[src/rtl/seq_det_scheduler_if.sv]
// Purpose: channel-side and status-side signal bundle for seq_det_scheduler.
// Latency: none (wires only); the master drives the serial channels and controls,
// and the slave returns the per-channel accepts, the detect pulse and the counter readback.
interface seq_det_scheduler_if #(
  parameter int NUM_CH = 4,
  parameter int CNT_W  = 8,
  parameter int CH_W   = $clog2(NUM_CH)
);
  logic              enable;
  logic              clear_cnt;
  logic [CNT_W-1:0]  match_limit;
  logic [NUM_CH-1:0] ch_valid;
  logic [NUM_CH-1:0] ch_bit;
  logic [NUM_CH-1:0] ch_ready;
  logic              det_valid;
  logic [CH_W-1:0]   det_ch;
  logic              done;
  logic [CH_W-1:0]   cnt_sel;
  logic [CNT_W-1:0]  cnt_out;

  // Source / controller side
  modport master (
    output enable, clear_cnt, match_limit, ch_valid, ch_bit, cnt_sel,
    input  ch_ready, det_valid, det_ch, done, cnt_out
  );

  // Scheduler side
  modport slave (
    input  enable, clear_cnt, match_limit, ch_valid, ch_bit, cnt_sel,
    output ch_ready, det_valid, det_ch, done, cnt_out
  );
endinterface

[src/rtl/seq_det_scheduler.sv]
// Purpose: one shared PATTERN matcher time-sliced round-robin over NUM_CH serial bit channels,
// Latency: 1 cycle from the accepting edge to det_valid; cnt_out is a combinational readback,
// Backpressure: at most one ch_ready per cycle (valid/ready); no intake in IDLE/DONE or while clear_cnt=1.
// Ports: clk, rst (async active-low), bus (seq_det_scheduler_if.slave: channel bits, controls, detect, status).
// Build option: SEQ_SCHED_OVERLAP_EN keeps history after a match (overlapping detection);
// undefined, a match wipes that channel's history so the next match needs PAT_LEN fresh bits.
module seq_det_scheduler #(
  parameter int                 NUM_CH  = 4,
  parameter int                 PAT_LEN = 3,
  parameter logic [PAT_LEN-1:0] PATTERN = 3'b110,
  parameter int                 CNT_W   = 8,
  parameter int                 CH_W    = $clog2(NUM_CH)
) (
  input logic                 clk,
  input logic                 rst,
  seq_det_scheduler_if.slave  bus
);

  localparam int FW = $clog2(PAT_LEN + 1);

  typedef enum logic [1:0] {ST_IDLE, ST_RUN, ST_DONE} state_e;

  state_e             state_q, state_d;
  logic [CH_W-1:0]    rr_ptr_q;
  logic [PAT_LEN-1:0] hist_q [NUM_CH];
  logic [FW-1:0]      fill_q [NUM_CH];
  logic [CNT_W-1:0]   cnt_q  [NUM_CH];
  logic [CNT_W-1:0]   total_q;
  logic               det_valid_q;
  logic [CH_W-1:0]    det_ch_q;

  logic               intake_en;
  logic               grant_vld;
  logic [CH_W-1:0]    grant_idx;
  logic [NUM_CH-1:0]  grant_oh;
  logic [PAT_LEN-1:0] hist_new;
  logic [FW-1:0]      fill_new;
  logic               match;
  logic [CNT_W-1:0]   cnt_inc;
  logic [CNT_W-1:0]   total_inc;
  logic               limit_hit;

  // clear_cnt blocks intake in the same cycle it is seen
  assign intake_en = (state_q == ST_RUN) && !bus.clear_cnt;

  // Round-robin: first valid channel after the last one served, wrapping
  always_comb begin
    int idx;
    idx       = 0;
    grant_vld = 1'b0;
    grant_idx = '0;
    grant_oh  = '0;
    if (intake_en) begin
      for (int k = 1; k <= NUM_CH; k++) begin
        idx = (int'(rr_ptr_q) + k) % NUM_CH;
        if (!grant_vld && bus.ch_valid[idx]) begin
          grant_vld     = 1'b1;
          grant_idx     = CH_W'(idx);
          grant_oh[idx] = 1'b1;
        end
      end
    end
  end

  assign bus.ch_ready = grant_oh;

  // Shared match engine operating on the granted channel's history
  always_comb begin
    hist_new  = {hist_q[grant_idx][PAT_LEN-2:0], bus.ch_bit[grant_idx]};
    fill_new  = (fill_q[grant_idx] == FW'(PAT_LEN)) ? fill_q[grant_idx]
                                                    : fill_q[grant_idx] + 1'b1;
    match     = grant_vld && (hist_new == PATTERN) && (fill_new == FW'(PAT_LEN));
    cnt_inc   = (&cnt_q[grant_idx]) ? cnt_q[grant_idx] : cnt_q[grant_idx] + 1'b1;
    total_inc = (&total_q) ? total_q : total_q + 1'b1;
    // >= so that a limit lowered below the running total stops on the next match
    limit_hit = match && (bus.match_limit != '0) && (total_inc >= bus.match_limit);
  end

  // Run-control FSM
  always_comb begin
    state_d = state_q;
    case (state_q)
      ST_IDLE: if (bus.enable) state_d = ST_RUN;
      ST_RUN: begin
        if (limit_hit)        state_d = ST_DONE;
        else if (!bus.enable) state_d = ST_IDLE;
      end
      ST_DONE: if (bus.clear_cnt) state_d = ST_IDLE;
      default: state_d = ST_IDLE;
    endcase
  end

  always_ff @(posedge clk or negedge rst) begin
    if (!rst) begin
      state_q     <= ST_IDLE;
      rr_ptr_q    <= CH_W'(NUM_CH - 1);
      total_q     <= '0;
      det_valid_q <= 1'b0;
      det_ch_q    <= '0;
      for (int i = 0; i < NUM_CH; i++) begin
        hist_q[i] <= '0;
        fill_q[i] <= '0;
        cnt_q[i]  <= '0;
      end
    end else begin
      state_q     <= state_d;
      det_valid_q <= match;
      if (match)     det_ch_q <= grant_idx;
      if (grant_vld) rr_ptr_q <= grant_idx;
      if (bus.clear_cnt) begin
        total_q <= '0;
        for (int i = 0; i < NUM_CH; i++) begin
          hist_q[i] <= '0;
          fill_q[i] <= '0;
          cnt_q[i]  <= '0;
        end
      end else if (grant_vld) begin
        if (match) begin
          cnt_q[grant_idx] <= cnt_inc;
          total_q          <= total_inc;
        end
`ifdef SEQ_SCHED_OVERLAP_EN
        hist_q[grant_idx] <= hist_new;
        fill_q[grant_idx] <= fill_new;
`else
        if (match) begin
          hist_q[grant_idx] <= '0;
          fill_q[grant_idx] <= '0;
        end else begin
          hist_q[grant_idx] <= hist_new;
          fill_q[grant_idx] <= fill_new;
        end
`endif
      end
    end
  end

  assign bus.det_valid = det_valid_q;
  assign bus.det_ch    = det_ch_q;
  assign bus.done      = (state_q == ST_DONE);

  // Counter readback; selects beyond NUM_CH-1 read as zero
  always_comb begin
    bus.cnt_out = '0;
    if (int'(bus.cnt_sel) < NUM_CH) bus.cnt_out = cnt_q[bus.cnt_sel];
  end

endmodule

[src/flat_wrapper.sv]
// flat-port wrapper written by rule: the top's interface ports become plain ports
module seq_det_scheduler_flat 
#(
  parameter int                 NUM_CH  = 4,
  parameter int                 PAT_LEN = 3,
  parameter logic [PAT_LEN-1:0] PATTERN = 3'b110,
  parameter int                 CNT_W   = 8,
  parameter int                 CH_W    = $clog2(NUM_CH)
)
  (clk, rst, bus_enable, bus_clear_cnt, bus_match_limit, bus_ch_valid, bus_ch_bit, bus_cnt_sel, bus_ch_ready, bus_det_valid, bus_det_ch, bus_done, bus_cnt_out);
  seq_det_scheduler_if #(.NUM_CH(NUM_CH), .CNT_W(CNT_W), .CH_W(CH_W)) bus_i ();
  input logic clk;
  input logic rst;
  input wire logic [$bits(bus_i.enable)-1:0] bus_enable;
  input wire logic [$bits(bus_i.clear_cnt)-1:0] bus_clear_cnt;
  input wire logic [$bits(bus_i.match_limit)-1:0] bus_match_limit;
  input wire logic [$bits(bus_i.ch_valid)-1:0] bus_ch_valid;
  input wire logic [$bits(bus_i.ch_bit)-1:0] bus_ch_bit;
  input wire logic [$bits(bus_i.cnt_sel)-1:0] bus_cnt_sel;
  output wire logic [$bits(bus_i.ch_ready)-1:0] bus_ch_ready;
  output wire logic [$bits(bus_i.det_valid)-1:0] bus_det_valid;
  output wire logic [$bits(bus_i.det_ch)-1:0] bus_det_ch;
  output wire logic [$bits(bus_i.done)-1:0] bus_done;
  output wire logic [$bits(bus_i.cnt_out)-1:0] bus_cnt_out;
  assign bus_i.enable = bus_enable;
  assign bus_i.clear_cnt = bus_clear_cnt;
  assign bus_i.match_limit = bus_match_limit;
  assign bus_i.ch_valid = bus_ch_valid;
  assign bus_i.ch_bit = bus_ch_bit;
  assign bus_i.cnt_sel = bus_cnt_sel;
  assign bus_ch_ready = bus_i.ch_ready;
  assign bus_det_valid = bus_i.det_valid;
  assign bus_det_ch = bus_i.det_ch;
  assign bus_done = bus_i.done;
  assign bus_cnt_out = bus_i.cnt_out;
  seq_det_scheduler #(.NUM_CH(NUM_CH), .PAT_LEN(PAT_LEN), .PATTERN(PATTERN), .CNT_W(CNT_W), .CH_W(CH_W)) u_core (.clk(clk), .rst(rst), .bus(bus_i));
endmodule
[config.mk]
export PLATFORM = sky130hd
export DESIGN_NAME = seq_det_scheduler_flat
export DESIGN_NICKNAME = d
export VERILOG_FILES = /design/src/rtl/seq_det_scheduler_if.sv /design/src/rtl/seq_det_scheduler.sv /design/src/flat_wrapper.sv
export SDC_FILE = /design/constraint.sdc
export NUM_CORES = 1
export LEC_CHECK = 0
export CAP_MARGIN = 20
export CORE_MARGIN = 3
export CORE_UTILIZATION = 55
export DETAILED_ROUTE_END_ITERATION = 8
export PLACE_DENSITY = 0.86
export SLEW_MARGIN = 5
export SYNTH_ARGS = -nofsm -noshare
export SYNTH_HDL_FRONTEND = slang
export SYNTH_SLANG_ARGS = --single-unit
[constraint.sdc]
create_clock -name clk -period 5.3 [get_ports clk]
set_input_delay 0.53 -clock clk [delete_from_list [all_inputs] [get_ports clk]]
set_output_delay 0.53 -clock clk [all_outputs]
set_load 0.005 [all_outputs]
==> flow_summary.json, run 1 <==
{
  "status": "finished clean",
  "p_seq_share_pct": 32.8,
  "rrSetupSlack_ns": 0.29,
  "htree_levels": 3,
  "clock.fmax_mhz": 200,
  "async_flop_share_pct": 100,
  "clock_skew_ns": 0.00828,
  "path_common_cell": "inv_1",
  "p_int_mw": 1.03,
  "r2r_cells": 16,
  "clock-sinks": 63,
  "synth_edf_count": 0,
  "crit_path_max_fanout": 14,
  "yosys.cell_count.top_type": "dfrtp_1",
  "synth_mux_area_share_pct": 13.4,
  "synth_top_area_share_pct": 34.4,
  "num_io_pins": 38,
  "ys_ff_latch": 63,
  "port_buffers": 37,
  "cp.arrival_ns": 5.27,
  "vias_per_cell": 6.41,
  "comb_power_share_pct": 42.2,
  "hold_buffers": 0,
  "r2r_start": "u_core.rr_ptr_q[1]",
  "switchingPower_uw": 642,
  "synthCells": 476,
  "postRouteAntennaNets": 0,
  "clock_latency_ns": 0.35,
  "critPathMaxStageDelay_ns": 0.66,
  "fin_crit_sh_pct": 94.5,
  "ctsResizeCount": 0,
  "cp.required_ns": 5.56,
  "root_buffer": "clkbuf_8",
  "path_cells": "inv_1, ha_1, mux4_2, or3_4, o31ai_4, a211o_2, a211oi_1, a21o_1, inv_1, ha_1, inv_1, or3_1, nor4_4, buf_4, o21ai_0, o21ai_0",
  "post_cts_buffers": 0,
  "rr_endpoint": "u_core.cnt_q[2]",
  "crit_cells": 16,
  "cts-buffers-inserted": 9,
  "power_density_nw_per_um2": 327,
  "antenna_found_initial": 0,
  "nFillCells": 639,
  "worstMarginPinSlew_ns": 0.858,
  "slew_viol_final": 0,
  "clockBufferDepth": 2,
  "multi_input_area_sq_um": 2670,
  "power.leakage_nw": 2.15,
  "avgSynthCellArea_sq_um": 9.33,
  "die_area_sq_um": 9190,
  "critPathSlowestCell": "dfstp_2",
  "fin_crit_ns": 5.01,
  "finalSetupViolations": 0,
  "critPathKind": "reg2reg",
  "synth-xor-area-share_pct": 0.986,
  "start_util_pct": 57.2,
  "rsz0062_at_grt": "no",
  "track_usage_pct": 25.4,
  "clockPowerShare_pct": 25.0,
  "diodes": 0,
  "grt_pass1_vias": 3839,
  "swShare_pct": 38.4,
  "syn_to_final_growth_pct": 15.3,
  "crit_family": "compound AO/OA/AOI/OAI gates",
  "endpoint": "u_core.cnt_q[2]",
  "grt_max_degree": 64,
  "hp-class": "in2async",
  "die_w_um": 95.8,
  "yosys-top-cells-area": "dfrtp_1, mux4_2, ha_1, o21ai_0, mux2i_1",
  "die_y_um": 95.8,
  "stdcell_count": 620,
  "drt_wl_total_um": 11200,
  "cts_tree": "built",
  "dr.max_layer_used": "met4",
  "clkTransAtPathRegs_ns": 0.07,
  "critPathLaunchType": "register",
  "first_iter_violations": 272,
  "critPathBufInv": 4,
  "dr_wl_met2_um": 5560,
  "yosys_most_used_dff": "dfrtp_1",
  "synthSimpleGateAreaFrac_pct": 21.9,
  "grt_pass1_wl_um": 18300,
  "gr-total-overflow": 0,
  "layout.nets": 553,
  "synth_compound_area_share_pct": 18.7,
  "synth_cell_types": 65,
  "worstSetupStartpoint": "u_core.rr_ptr_q[1]",
  "first_pass_iters": 5,
  "gp_congestion": 0.903,
  "peakVddDrop_mv": 0.131,
  "synth-adder-area-share_pct": 5.07,
  "wl_per_cell_um": 18.1,
  "slew_headroom_pct": 42.6,
  "synth_common_cells": "dfrtp_1, nand2_1, o21ai_0",
  "yosysWarnings": 0,
  "synth_top_area_cell": "dfrtp_1",
  "ys_seq_area_share_pct": 35.6,
  "rows": 32,
  "wl_met1_um": 4740,
  "met3WireLength_um": 716,
  "post-route-drc-count": 0,
  "regArea_sq_um": 1580,
  "syn_area_sq_um": 4440,
  "fin_setup_tns_ns": 0,
  "hpwl_um": 7800,
  "crit_path_end_kind": "register",
  "hold_viol_final": 0,
  "drv_cap": 0,
  "core_sq_um": 7770,
  "synth.net_count": 516,
  "synth_top_family_by_area": "simple AND/OR/NAND/NOR gates",
  "num_vias": 3974,
  "drive_gt1_share_pct": 12.4,
  "dp_cells": 604
}
registers in the layout, summed over array words and instances, names as in the netlist:
register              cells
u_core.cnt_q             32
u_core.fill_q             8
u_core.hist_q             8
u_core.total_q            8
u_core.bus.det_ch         2
u_core.rr_ptr_q           2
u_core.state_q            2
u_core.bus.det_valid      1
cells in the final DEF (no fill, tap or decap), types with 4 or more instances in the layout:
cell type,netlist,final
and3_1,6,6
nand2_1,54,54
clkdlybuf4s50_1,0,36
nand3_1,14,14
inv_1,20,20
nand3b_1,27,27
a32o_1,4,4
nand4_1,6,6
mux4_2,12,12
a21oi_1,14,14
nand2b_1,7,7
nor3_1,7,7
xnor2_1,4,4
o2111ai_1,4,4
mux2_2,10,10
ha_1,18,18
o21ai_0,44,44
mux2i_1,21,21
or4_1,5,5
nor2_1,34,34
nor2b_1,4,4
buf_4,1,14
clkbuf_8,0,10
o211ai_1,6,6
a221oi_1,4,4
a21o_1,11,11
dfrtp_1,61,61
a22oi_1,4,4
logic make-up (layout without fill, tap and decap cells):
logic type / count (synthesis) / after routing
and+or+nand+nor: 183 / 183
AOI/OAI and AO/OA: 119 / 119
DFF: 63 / 63
buffers and inverters: 45 / 87
muxes: 43 / 43
adders and majority gates: 18 / 18
xor gates and xnor gates: 5 / 5
area by class of cell:
type                       count  share of cell area, %
multi-input combinational    368                   52.2
sequential                    63                   30.9
timing repair buffer          51                   9.19
clock buffer                  13                   2.91
tap                          102                   2.49
inverter                      20                   1.47
clock inverter                 3                  0.831
layer usage:
metal,track usage (%),vias up
li1,-,1827
met1,33.2,1936
met2,42.4,185
met3,4.38,26
met4,8.65,0
met5,0,-
worst min-delay path by stage:
stage               slack [ns]                    to             start  cells past startpoint
global route              0.45      u_core.cnt_q[14]               rst                      2
floorplan                 0.23  u_core.bus.det_ch[0]               rst                      0
detailed placement        0.49      u_core.fill_q[6]  u_core.fill_q[6]                      1
finish                    0.35       u_core.cnt_q[9]               rst                      2
global placement          0.48      u_core.fill_q[6]  u_core.fill_q[6]                      1
CTS                       0.38       u_core.cnt_q[1]               rst                      2
worst register-to-register path, cell delays in order (launching register included):
cell and delay [ns]:
dfstp_2 0.66, inv_1 0.19, ha_1 0.50, mux4_2 0.66, or3_4 0.39, o31ai_4 0.25, a211o_2 0.34, a211oi_1 0.11
a21o_1 0.20, inv_1 0.06, ha_1 0.16, inv_1 0.07, or3_1 0.50, nor4_4 0.28, buf_4 0.23, o21ai_0 0.12
o21ai_0 0.20
stage by stage:
step | setup slack [ns] | total power, mW | cell area (sq um) | hold slack (ns) | util, %
after global routing | 0.0358 | 1.76 | 5120 | 0.447 | 65.9
after floorplan | 0.598 | 1.08 | 4440 | 0.234 | -
after CTS | 0.251 | 1.67 | 5110 | 0.383 | 65.8
after detailed placement | 0.288 | 1.25 | 4920 | 0.490 | 63.3
final | 0.289 | 1.67 | 5120 | 0.350 | 65.9
after global placement | 0.533 | 1.21 | 4920 | 0.477 | 63.3
power groups by stage:
stage	clock [mW]	combinational, mW	sequential [mW]
floorplan	0	0.528	0.551
global placement	0	0.662	0.553
detailed placement	0	0.692	0.556
CTS	0.425	0.695	0.547
global route	0.442	0.764	0.552
finish	0.418	0.706	0.548
Power figures use the tool's default switching activity.
==> run 2, diff against run 1 <==
--- a/config.mk
+++ b/config.mk
@@ -8,6 +8,7 @@
 export CAP_MARGIN = 20
 export CORE_MARGIN = 3
 export CORE_UTILIZATION = 55
+export CTS_CLUSTER_SIZE = 8
 export DETAILED_ROUTE_END_ITERATION = 8
 export PLACE_DENSITY = 0.86
 export SLEW_MARGIN = 5
==> results of run 2 <==
Final layout, timing and power as in run 1 (identical DEF).
==> run 3, diff against run 2 <==
--- a/config.mk
+++ b/config.mk
@@ -7,10 +7,10 @@
 export LEC_CHECK = 0
 export CAP_MARGIN = 20
 export CORE_MARGIN = 3
-export CORE_UTILIZATION = 55
+export CORE_UTILIZATION = 59
 export CTS_CLUSTER_SIZE = 8
 export DETAILED_ROUTE_END_ITERATION = 8
-export PLACE_DENSITY = 0.86
+export PLACE_DENSITY = 0.91
 export SLEW_MARGIN = 5
 export SYNTH_ARGS = -nofsm -noshare
 export SYNTH_HDL_FRONTEND = slang
==> flow_summary.json, run 3 (synthesis results as in run 1) <==
{
  "port_buffers": 37,
  "largest_reg_flops": 32,
  "slew_viol_final": 0,
  "final_cell_mix": "dfrtp_1, nand2_1, o21ai_0, clkdlybuf4s50_1, nor2_1",
  "syn_to_final_growth_pct": 15.1,
  "critPathKind": "reg2reg",
  "fin_crit_ns": 5.00,
  "power_density_nw_per_um2": 326,
  "die_area_sq_um": 8600,
  "hold_viol_final": 0,
  "root_buffer": "clkbuf_8",
  "clkTransAtPathRegs_ns": 0.07,
  "drive_gt1_share_pct": 12.6,
  "r2r_start": "u_core.rr_ptr_q[1]",
  "hold_buffers": 0,
  "cp.arrival_ns": 5.22,
  "num_vias": 4000,
  "cts-buffers-inserted": 9,
  "cp.required_ns": 5.52,
  "critPathLaunchType": "register",
  "grt_pass1_vias": 3866,
  "clock.fmax_mhz": 200,
  "peakVddDrop_mv": 0.128,
  "clock_skew_ns": 0.00885,
  "r2r_cells": 16,
  "post_cts_buffers": 0,
  "power.total_mw": 1.67,
  "first_pass_iters": 5,
  "die_w_um": 92.7,
  "nFillCells": 529,
  "die_y_um": 92.7,
  "multi_input_area_sq_um": 2670,
  "fin_crit_sh_pct": 94.4,
  "status": "finished clean",
  "cts_tree": "built",
  "rr_endpoint": "u_core.cnt_q[25]",
  "crit_path_max_fanout": 14,
  "gr-total-overflow": 0,
  "worstMarginPinSlew_ns": 0.812,
  "clock-sinks": 63,
  "regArea_sq_um": 1580,
  "track_usage_pct": 26.2,
  "fin_area_sq_um": 5110,
  "htree_levels": 3,
  "rrSetupSlack_ns": 0.30,
  "hpwl_um": 7500,
  "diodes": 0,
  "start_util_pct": 62.9,
  "power.leakage_nw": 2.13,
  "clock_latency_ns": 0.35,
  "layout.nets": 551,
  "post-route-drc-count": 0,
  "clockBufferDepth": 2,
  "antenna_found_initial": 0,
  "num_io_pins": 38,
  "drv_cap": 0,
  "hp-class": "in2async",
  "vias_per_cell": 6.54,
  "ctsResizeCount": 0,
  "wl_per_cell_um": 17.5,
  "rsz0062_at_grt": "no",
  "fin_setup_tns_ns": 0,
  "dpl_cell_area_sq_um": 4910,
  "drt_wl_total_um": 10700,
  "grt_pass1_wl_um": 18300,
  "gp_congestion": 0.932,
  "grt_max_degree": 64,
  "slew_headroom_pct": 45.9,
  "first_iter_violations": 312,
  "final_util_pct": 72.4,
  "top_register": "u_core.cnt_q",
  "crit_path_end_kind": "register",
  "rows": 30,
  "final_common_cell": "dfrtp_1",
  "finalSetupViolations": 0,
  "core_sq_um": 7060,
  "postRouteAntennaNets": 0
}
run 3: power breakdown:
group / switching (mW) / internal [mW] / leakage [nW] / total (mW)
logic: 0.411 / 0.283 / 1.17 / 0.694
clock network: 0.197 / 0.229 / 0.0916 / 0.426
registers: 0.0289 / 0.517 / 0.868 / 0.546
total: 0.637 / 1.03 / 2.13 / 1.67
run 3: worst max path at each step:
stage	from	to	slack, ns	cells after the start
after floorplan	u_core.rr_ptr_q[0]	u_core.cnt_q[17]	0.60	18
after global placement	u_core.rr_ptr_q[1]	u_core.cnt_q[1]	0.60	16
after detailed placement	u_core.rr_ptr_q[1]	u_core.cnt_q[25]	0.34	16
after CTS	u_core.rr_ptr_q[1]	u_core.cnt_q[25]	0.28	16
after global routing	u_core.rr_ptr_q[1]	u_core.cnt_q[17]	0.008	16
final	u_core.rr_ptr_q[1]	u_core.cnt_q[25]	0.30	16
run 3: area by class of cell:
class,count,area share (%)
clock inverters,5,1.13
clock buffers,11,2.77
well taps,96,2.35
repair buffers,49,9.16
multi-input cells,368,52.2
flip-flops and latches,63,30.9
inverters,20,1.47
run 3: routing by layer:
layer / global-route usage [%] / wire, um / share of wire [%]
met1: 33.9 / 4490 / 42
met2: 44.6 / 5260 / 49
met3: 4.22 / 745 / 7.0
met4: 9.16 / 223 / 2.1
met5: 0 / 0 / 0
run 3: per-stage QoR:
| step | setup WS (ns) | hold WS [ns] | cells |
|---|---|---|---|
| 3_3_place_gp | 0.600 | 0.478 | 596 |
| 6_report | 0.298 | 0.324 | 612 |
| 2_1_floorplan | 0.598 | 0.234 | 476 |
| 5_1_grt | 0.00836 | 0.407 | 612 |
| 3_5_place_dp | 0.345 | 0.481 | 596 |
| 4_1_cts | 0.280 | 0.373 | 612 |
run 3: critical path, stage by stage (launching register included):
cell,delay (ns)
dfstp_2,0.65
inv_1,0.17
ha_1,0.49
mux4_2,0.65
or2_1,0.29
a21oi_1,0.32
a211o_2,0.35
a211oi_1,0.12
a21o_1,0.21
inv_1,0.06
ha_1,0.16
inv_1,0.07
or3_1,0.49
nor4_2,0.17
buf_4,0.22
mux2i_2,0.30
o21ai_0,0.12
==> patch 1: new RTL, settings of run 1 <==
Build with the macro `SEQ_SCHED_OVERLAP_EN` defined.
--- a/src/rtl/seq_det_scheduler.sv
+++ b/src/rtl/seq_det_scheduler.sv
@@ -4,6 +4,8 @@
 // Ports: clk, rst (async active-low), bus (seq_det_scheduler_if.slave: channel bits, controls, detect, status).
 // Build option: SEQ_SCHED_OVERLAP_EN keeps history after a match (overlapping detection);
 // undefined, a match wipes that channel's history so the next match needs PAT_LEN fresh bits.
+`define SEQ_SCHED_OVERLAP_EN
+
 module seq_det_scheduler #(
   parameter int                 NUM_CH  = 4,
   parameter int                 PAT_LEN = 3,
Behaviour: same outputs for any inputs over 4 cycles, from zero or initial values and one cycle with rst low; that may be too few to reach the edited logic, so the function may still have changed.
==> patch 1 against run 1 <==
Worst setup slack gained 0.17 ns. Area after synthesis is essentially flat. Final cell count shrank 6.9%. Wire length shrank 8.5%. Global-route usage shrank 1.9 points. Sequential cell count is the same. Clock power grew 13%. Power grew 4.0%. Design area shrank 0.56%. Critical endpoint is now u_core.cnt_q[9].
==> patch 1: results (changes against run 1) <==
[pwr]
ir_worst_vdd_mv = 0.224  ; +70%
power.switching_uw = 636  ; -1.0%

[synth]
synth_top_cells_by_area = sky130_fd_sc_hd__dfrtp_1 (34%), sky130_fd_sc_hd__mux2i_1 (9.2%), sky130_fd_sc_hd__mux4_2 (6.1%), sky130_fd_sc_hd__ha_1 (5.1%), sky130_fd_sc_hd__mux2_2 (4.8%)
muxShareOfSynthArea_pct = 20.8  ; +7.4 points
post_synth.cell_area_avg_um2 = 10.2  ; +9.0%
syn-num-nets = 477  ; -7.6%
sequential_area_share_after_synthesis_pct = 35.5  ; about the same
synth_compound_area_share_pct = 15.0  ; -3.6 points
yosys.area_share.xor_xnor_pct = 1.15  ; +0.17 points
ys_types = 61  ; -6.2%
synth_adder_area_share_pct = 5.07  ; about the same

[critical_path]
timing.reg2reg.setup_slack_ns = 0.46  ; +0.17 ns
cp_startpoint = u_core.rr_ptr_q[0]
cpPeakStageDelay_ns = 0.71  ; +0.05 ns
cp_data_arrival_time_ns = 5.05  ; -0.22 ns
timing.rr.end = u_core.cnt_q[9]
r2r.worst_path.cells = 15  ; -1

[grt]
grtUsageTotal_pct = 23.5  ; -1.9 points
grtUsageMet3_pct = 3.36  ; -1.0 points
global_route.usage.met2_pct = 38.1  ; -4.3 points
grt_use_met1_pct = 32.3  ; -0.93 points
first_global_vias = 3499  ; -8.9%
wire_length_of_the_first_global_routing_pass_mm = 17.0  ; -7.5%

[sta]
worst_hold_slack_after_final_layout_ns = 0.348  ; -0.00233 ns
min_period_ns = 4.84  ; -0.169 ns
finClkSkew_ns = 0.00456  ; -0.00371 ns
max-slew-margin-rel_pct = 47.2  ; +4.6 points

[finish]
fillers = 618  ; -3.3%
finalNonFillerCells = 577  ; -6.9%

[placed_design]
place_area_um2 = 4860  ; -1.1%
place_hpwl_mm = 6.95  ; -11%
globalplace.congestion = 0.872  ; -3.4%
placed_cells = 561  ; -7.1%
place_ws_ns = 0.542  ; +0.254 ns

[drt]
wl_met3_um = 566  ; -21%
vias = 3599  ; -9.4%
wl_per_cell_um = 17.8  ; -1.7%
drtIter0Drc = 250  ; -8.1%
routedLengthMet1_mm = 4.52  ; -4.7%

[status]
outcome = complete, no violations

patch 1: cell count changes after synthesis, moves of 9 or more:
cell                       before  now
sky130_fd_sc_hd__mux2_2        10   19
sky130_fd_sc_hd__nand2_1       54   31
sky130_fd_sc_hd__o21ai_1        2   13
sky130_fd_sc_hd__mux2i_1       21   41
sky130_fd_sc_hd__nand2b_1       7   23
sky130_fd_sc_hd__nor2_1        34   23
sky130_fd_sc_hd__o21ai_0       44   22
patch 1: cell type report:
type / instances / share of cell area [%]
repair buffers: 43 / 8.06
flip-flops and latches: 63 / 31.0
clock inverters: 3 / 1.28
multi-input cells: 338 / 52.9
well taps: 102 / 2.51
clock buffers: 13 / 3.12
inverters: 15 / 1.11
patch 1: logic make-up (layout without fill, tap and decap cells):
kind of cell	count (synthesis)	after routing
AOI/OAI and AO/OA	94	94
xor gates and xnor gates	5	5
adders and majority gates	18	18
buffers and inverters	36	74
DFF	63	63
muxes	74	74
and+or+nand+nor	147	147
patch 1: worst min path at each step:
stage / cells after the start / to
after floorplan: 0 / u_core.bus.det_ch[0]
after global placement: 1 / u_core.state_q[1]
after detailed placement: 1 / u_core.state_q[1]
after CTS: 2 / u_core.cnt_q[7]
after global routing: 2 / u_core.cnt_q[22]
final: 2 / u_core.cnt_q[7]
patch 1: power by group through the flow:
| stage | Clock, mW | Combinational, mW | Sequential, mW |
|---|---|---|---|
| floorplan | 0 | 0.553 | 0.566 |
| global placement | 0 | 0.648 | 0.586 |
| detailed placement | 0 | 0.671 | 0.589 |
| CTS | 0.477 | 0.680 | 0.580 |
| global route | 0.493 | 0.748 | 0.588 |
| finish | 0.474 | 0.684 | 0.580 |
==> patch 2: new RTL, flow settings as in run 1 <==
Without the edit above. Re-encode `state_e` (3 states) as one-hot, 3 bits wide.
--- a/src/rtl/seq_det_scheduler.sv
+++ b/src/rtl/seq_det_scheduler.sv
@@ -18,7 +18,7 @@
 
   localparam int FW = $clog2(PAT_LEN + 1);
 
-  typedef enum logic [1:0] {ST_IDLE, ST_RUN, ST_DONE} state_e;
+  typedef enum logic [2:0] {ST_IDLE = 3'b001, ST_RUN = 3'b010, ST_DONE = 3'b100} state_e;
 
   state_e             state_q, state_d;
   logic [CH_W-1:0]    rr_ptr_q;
Behaviour: no difference found for any inputs over 4 cycles, from zero or initial values and one cycle with rst low; so few cycles prove little.
==> patch 2 against run 1 <==
Area after synthesis is 0.73% lower. Combinational power is 39% lower. Clock skew is 0.0014 ns lower. Design area is 1.8% lower. Power is 14% lower. Via count is 10% lower. Sequential cell count is 1 higher. Global-route usage is 1.8 points lower. Wire length is 9.8% lower. Critical path type unchanged. Critical endpoint is now u_core.cnt_q[10]. Worst setup slack better by 0.29 ns. First-iteration DRC count is 8.1% lower. Sequential share of layout area is 1.1 points higher.
==> patch 2: results (changes against run 1) <==
[status]
outcome = complete, no violations

[drt]
drtIter0Drc = 250  ; -8.1%
wl_per_cell_um = 17.7  ; -2.4%
vias = 3573  ; -10%

[critical_path]
timing.rr.end = u_core.cnt_q[10]
cpPeakStageDelay_ns = 0.72  ; +0.06 ns
timing.reg2reg.setup_slack_ns = 0.58  ; +0.29 ns
critical_path.max_fanout = 19  ; +5
cpLargestDelayFamily = simple AND/OR/NAND/NOR gates
cp_data_arrival_time_ns = 4.94  ; -0.33 ns
r2r.worst_path.cells = 13  ; -3
critical_path.reg2reg.startpoint = u_core.rr_ptr_q[0]

[sta]
finClkSkew_ns = 0.00688  ; -0.00140 ns
worst_hold_slack_after_final_layout_ns = 0.360  ; +0.00914 ns
max-slew-margin-rel_pct = 41.5  ; -1.1 points

[synth]
ys_types = 71  ; +9.2%
syn-num-nets = 475  ; -7.9%
yosys_warnings = 0  ; unchanged
synth_top_cells_by_area = sky130_fd_sc_hd__dfrtp_1 (35%), sky130_fd_sc_hd__mux4_2 (8.7%), sky130_fd_sc_hd__mux2i_1 (5.9%), sky130_fd_sc_hd__ha_1 (5.1%), sky130_fd_sc_hd__nand2_1 (3.7%)
sequential_area_share_after_synthesis_pct = 36.4  ; +0.86 points
synthTopCellsByCount = sky130_fd_sc_hd__dfrtp_1 (61), sky130_fd_sc_hd__nand2_1 (43), sky130_fd_sc_hd__nor2_1 (35)
postSynth.topFlopCell = sky130_fd_sc_hd__dfrtp_1

[clock_tree]
ctsResizeCount = 0  ; unchanged
cts.htree.levels = 3  ; unchanged
post_cts_buffers = 0  ; unchanged

[grt]
grt_antenna_before_repair = 0  ; unchanged
grtUsageTotal_pct = 23.5  ; -1.8 points
grt_start_max_net_pins = 65  ; +1.6%
first_global_vias = 3515  ; -8.4%
wire_length_of_the_first_global_routing_pass_mm = 16.6  ; -9.5%

[finish]
final_net_count = 506  ; -8.5%
largest_register_ffs = 32  ; unchanged
fillers = 598  ; -6.4%
final_layout_size_suffix_gt1_share_pct = 15.9  ; +3.6 points

[placed_design]
place_hpwl_mm = 6.87  ; -12%
place_area_um2 = 4810  ; -2.1%
globalplace.congestion = 0.945  ; +4.6%

[pwr]
p_leak_nw = 2.15  ; about the same
ir_worst_vdd_mv = 0.180  ; +37%
swShare_pct = 32.0  ; -6.4 points

patch 2: cell count changes after synthesis, sizes merged, moves of 7 or more:
cell,change
nand3b,-26
nand3,+16
o21ai,-15
clkbuf,-8
nand2,-8
mux2i,+7
patch 2: layer usage:
layer	GRT usage, %	vias to the layer above	wire length [um]	share of wire, %
li1	-	1666	-	-
met1	30.9	1757	4350	43
met2	38.4	126	5040	50
met3	4.26	24	538	5.3
met4	9.72	0	186	1.8
met5	0	-	0	0
patch 2: final cells by class:
class                      count  area [um2]  share of cell area (%)
clock buffer                  13         149                    2.96
clock inverter                 3        65.1                    1.29
inverter                      15        56.3                    1.12
multi-input combinational    334        2620                    52.1
sequential                    64        1610                    31.9
tap                          102         128                    2.54
timing repair buffer          42         403                    8.01
patch 2: worst max path at each step:
stage	slack (ns)	startpoint	to	cells past startpoint
2_1_floorplan	1.13	u_core.rr_ptr_q[0]	u_core.cnt_q[29]	16
3_3_place_gp	0.82	u_core.rr_ptr_q[0]	u_core.cnt_q[10]	13
3_5_place_dp	0.64	u_core.rr_ptr_q[0]	u_core.cnt_q[10]	13
4_1_cts	0.61	u_core.rr_ptr_q[0]	u_core.cnt_q[10]	13
5_1_grt	0.29	u_core.rr_ptr_q[0]	u_core.cnt_q[10]	13
6_report	0.58	u_core.rr_ptr_q[0]	u_core.cnt_q[10]	13
patch 2: cell families (layout without fill, tap and decap cells):
group | after synthesis | count (layout) | synth area share (%)
AOI/OAI and AO/OA | 98 | 98 | 16.0
xor gates and xnor gates | 6 | 6 | 1.36
adders and majority gates | 18 | 18 | 5.11
buffers and inverters | 37 | 73 | 4.09
DFF | 64 | 64 | 36.4
muxes | 55 | 55 | 18.4
and+or+nand+nor | 157 | 157 | 18.6
patch 2: per-stage QoR:
stage               worst slack [ns]  instances  total power [mW]
floorplan                       1.13        435             0.899
global placement               0.820        557             0.967
detailed placement             0.639        557             0.989
CTS                            0.607        573              1.45
global route                   0.291        573              1.52
finish                         0.580        573              1.44
patch 2: power by group through the flow:
stage / combinational (mW) / sequential, mW / clock (mW)
final: 0.433 / 0.548 / 0.462
after detailed placement: 0.431 / 0.558 / 0
after CTS: 0.431 / 0.549 / 0.466
after floorplan: 0.360 / 0.538 / 0
after global routing: 0.477 / 0.556 / 0.491
after global placement: 0.411 / 0.556 / 0
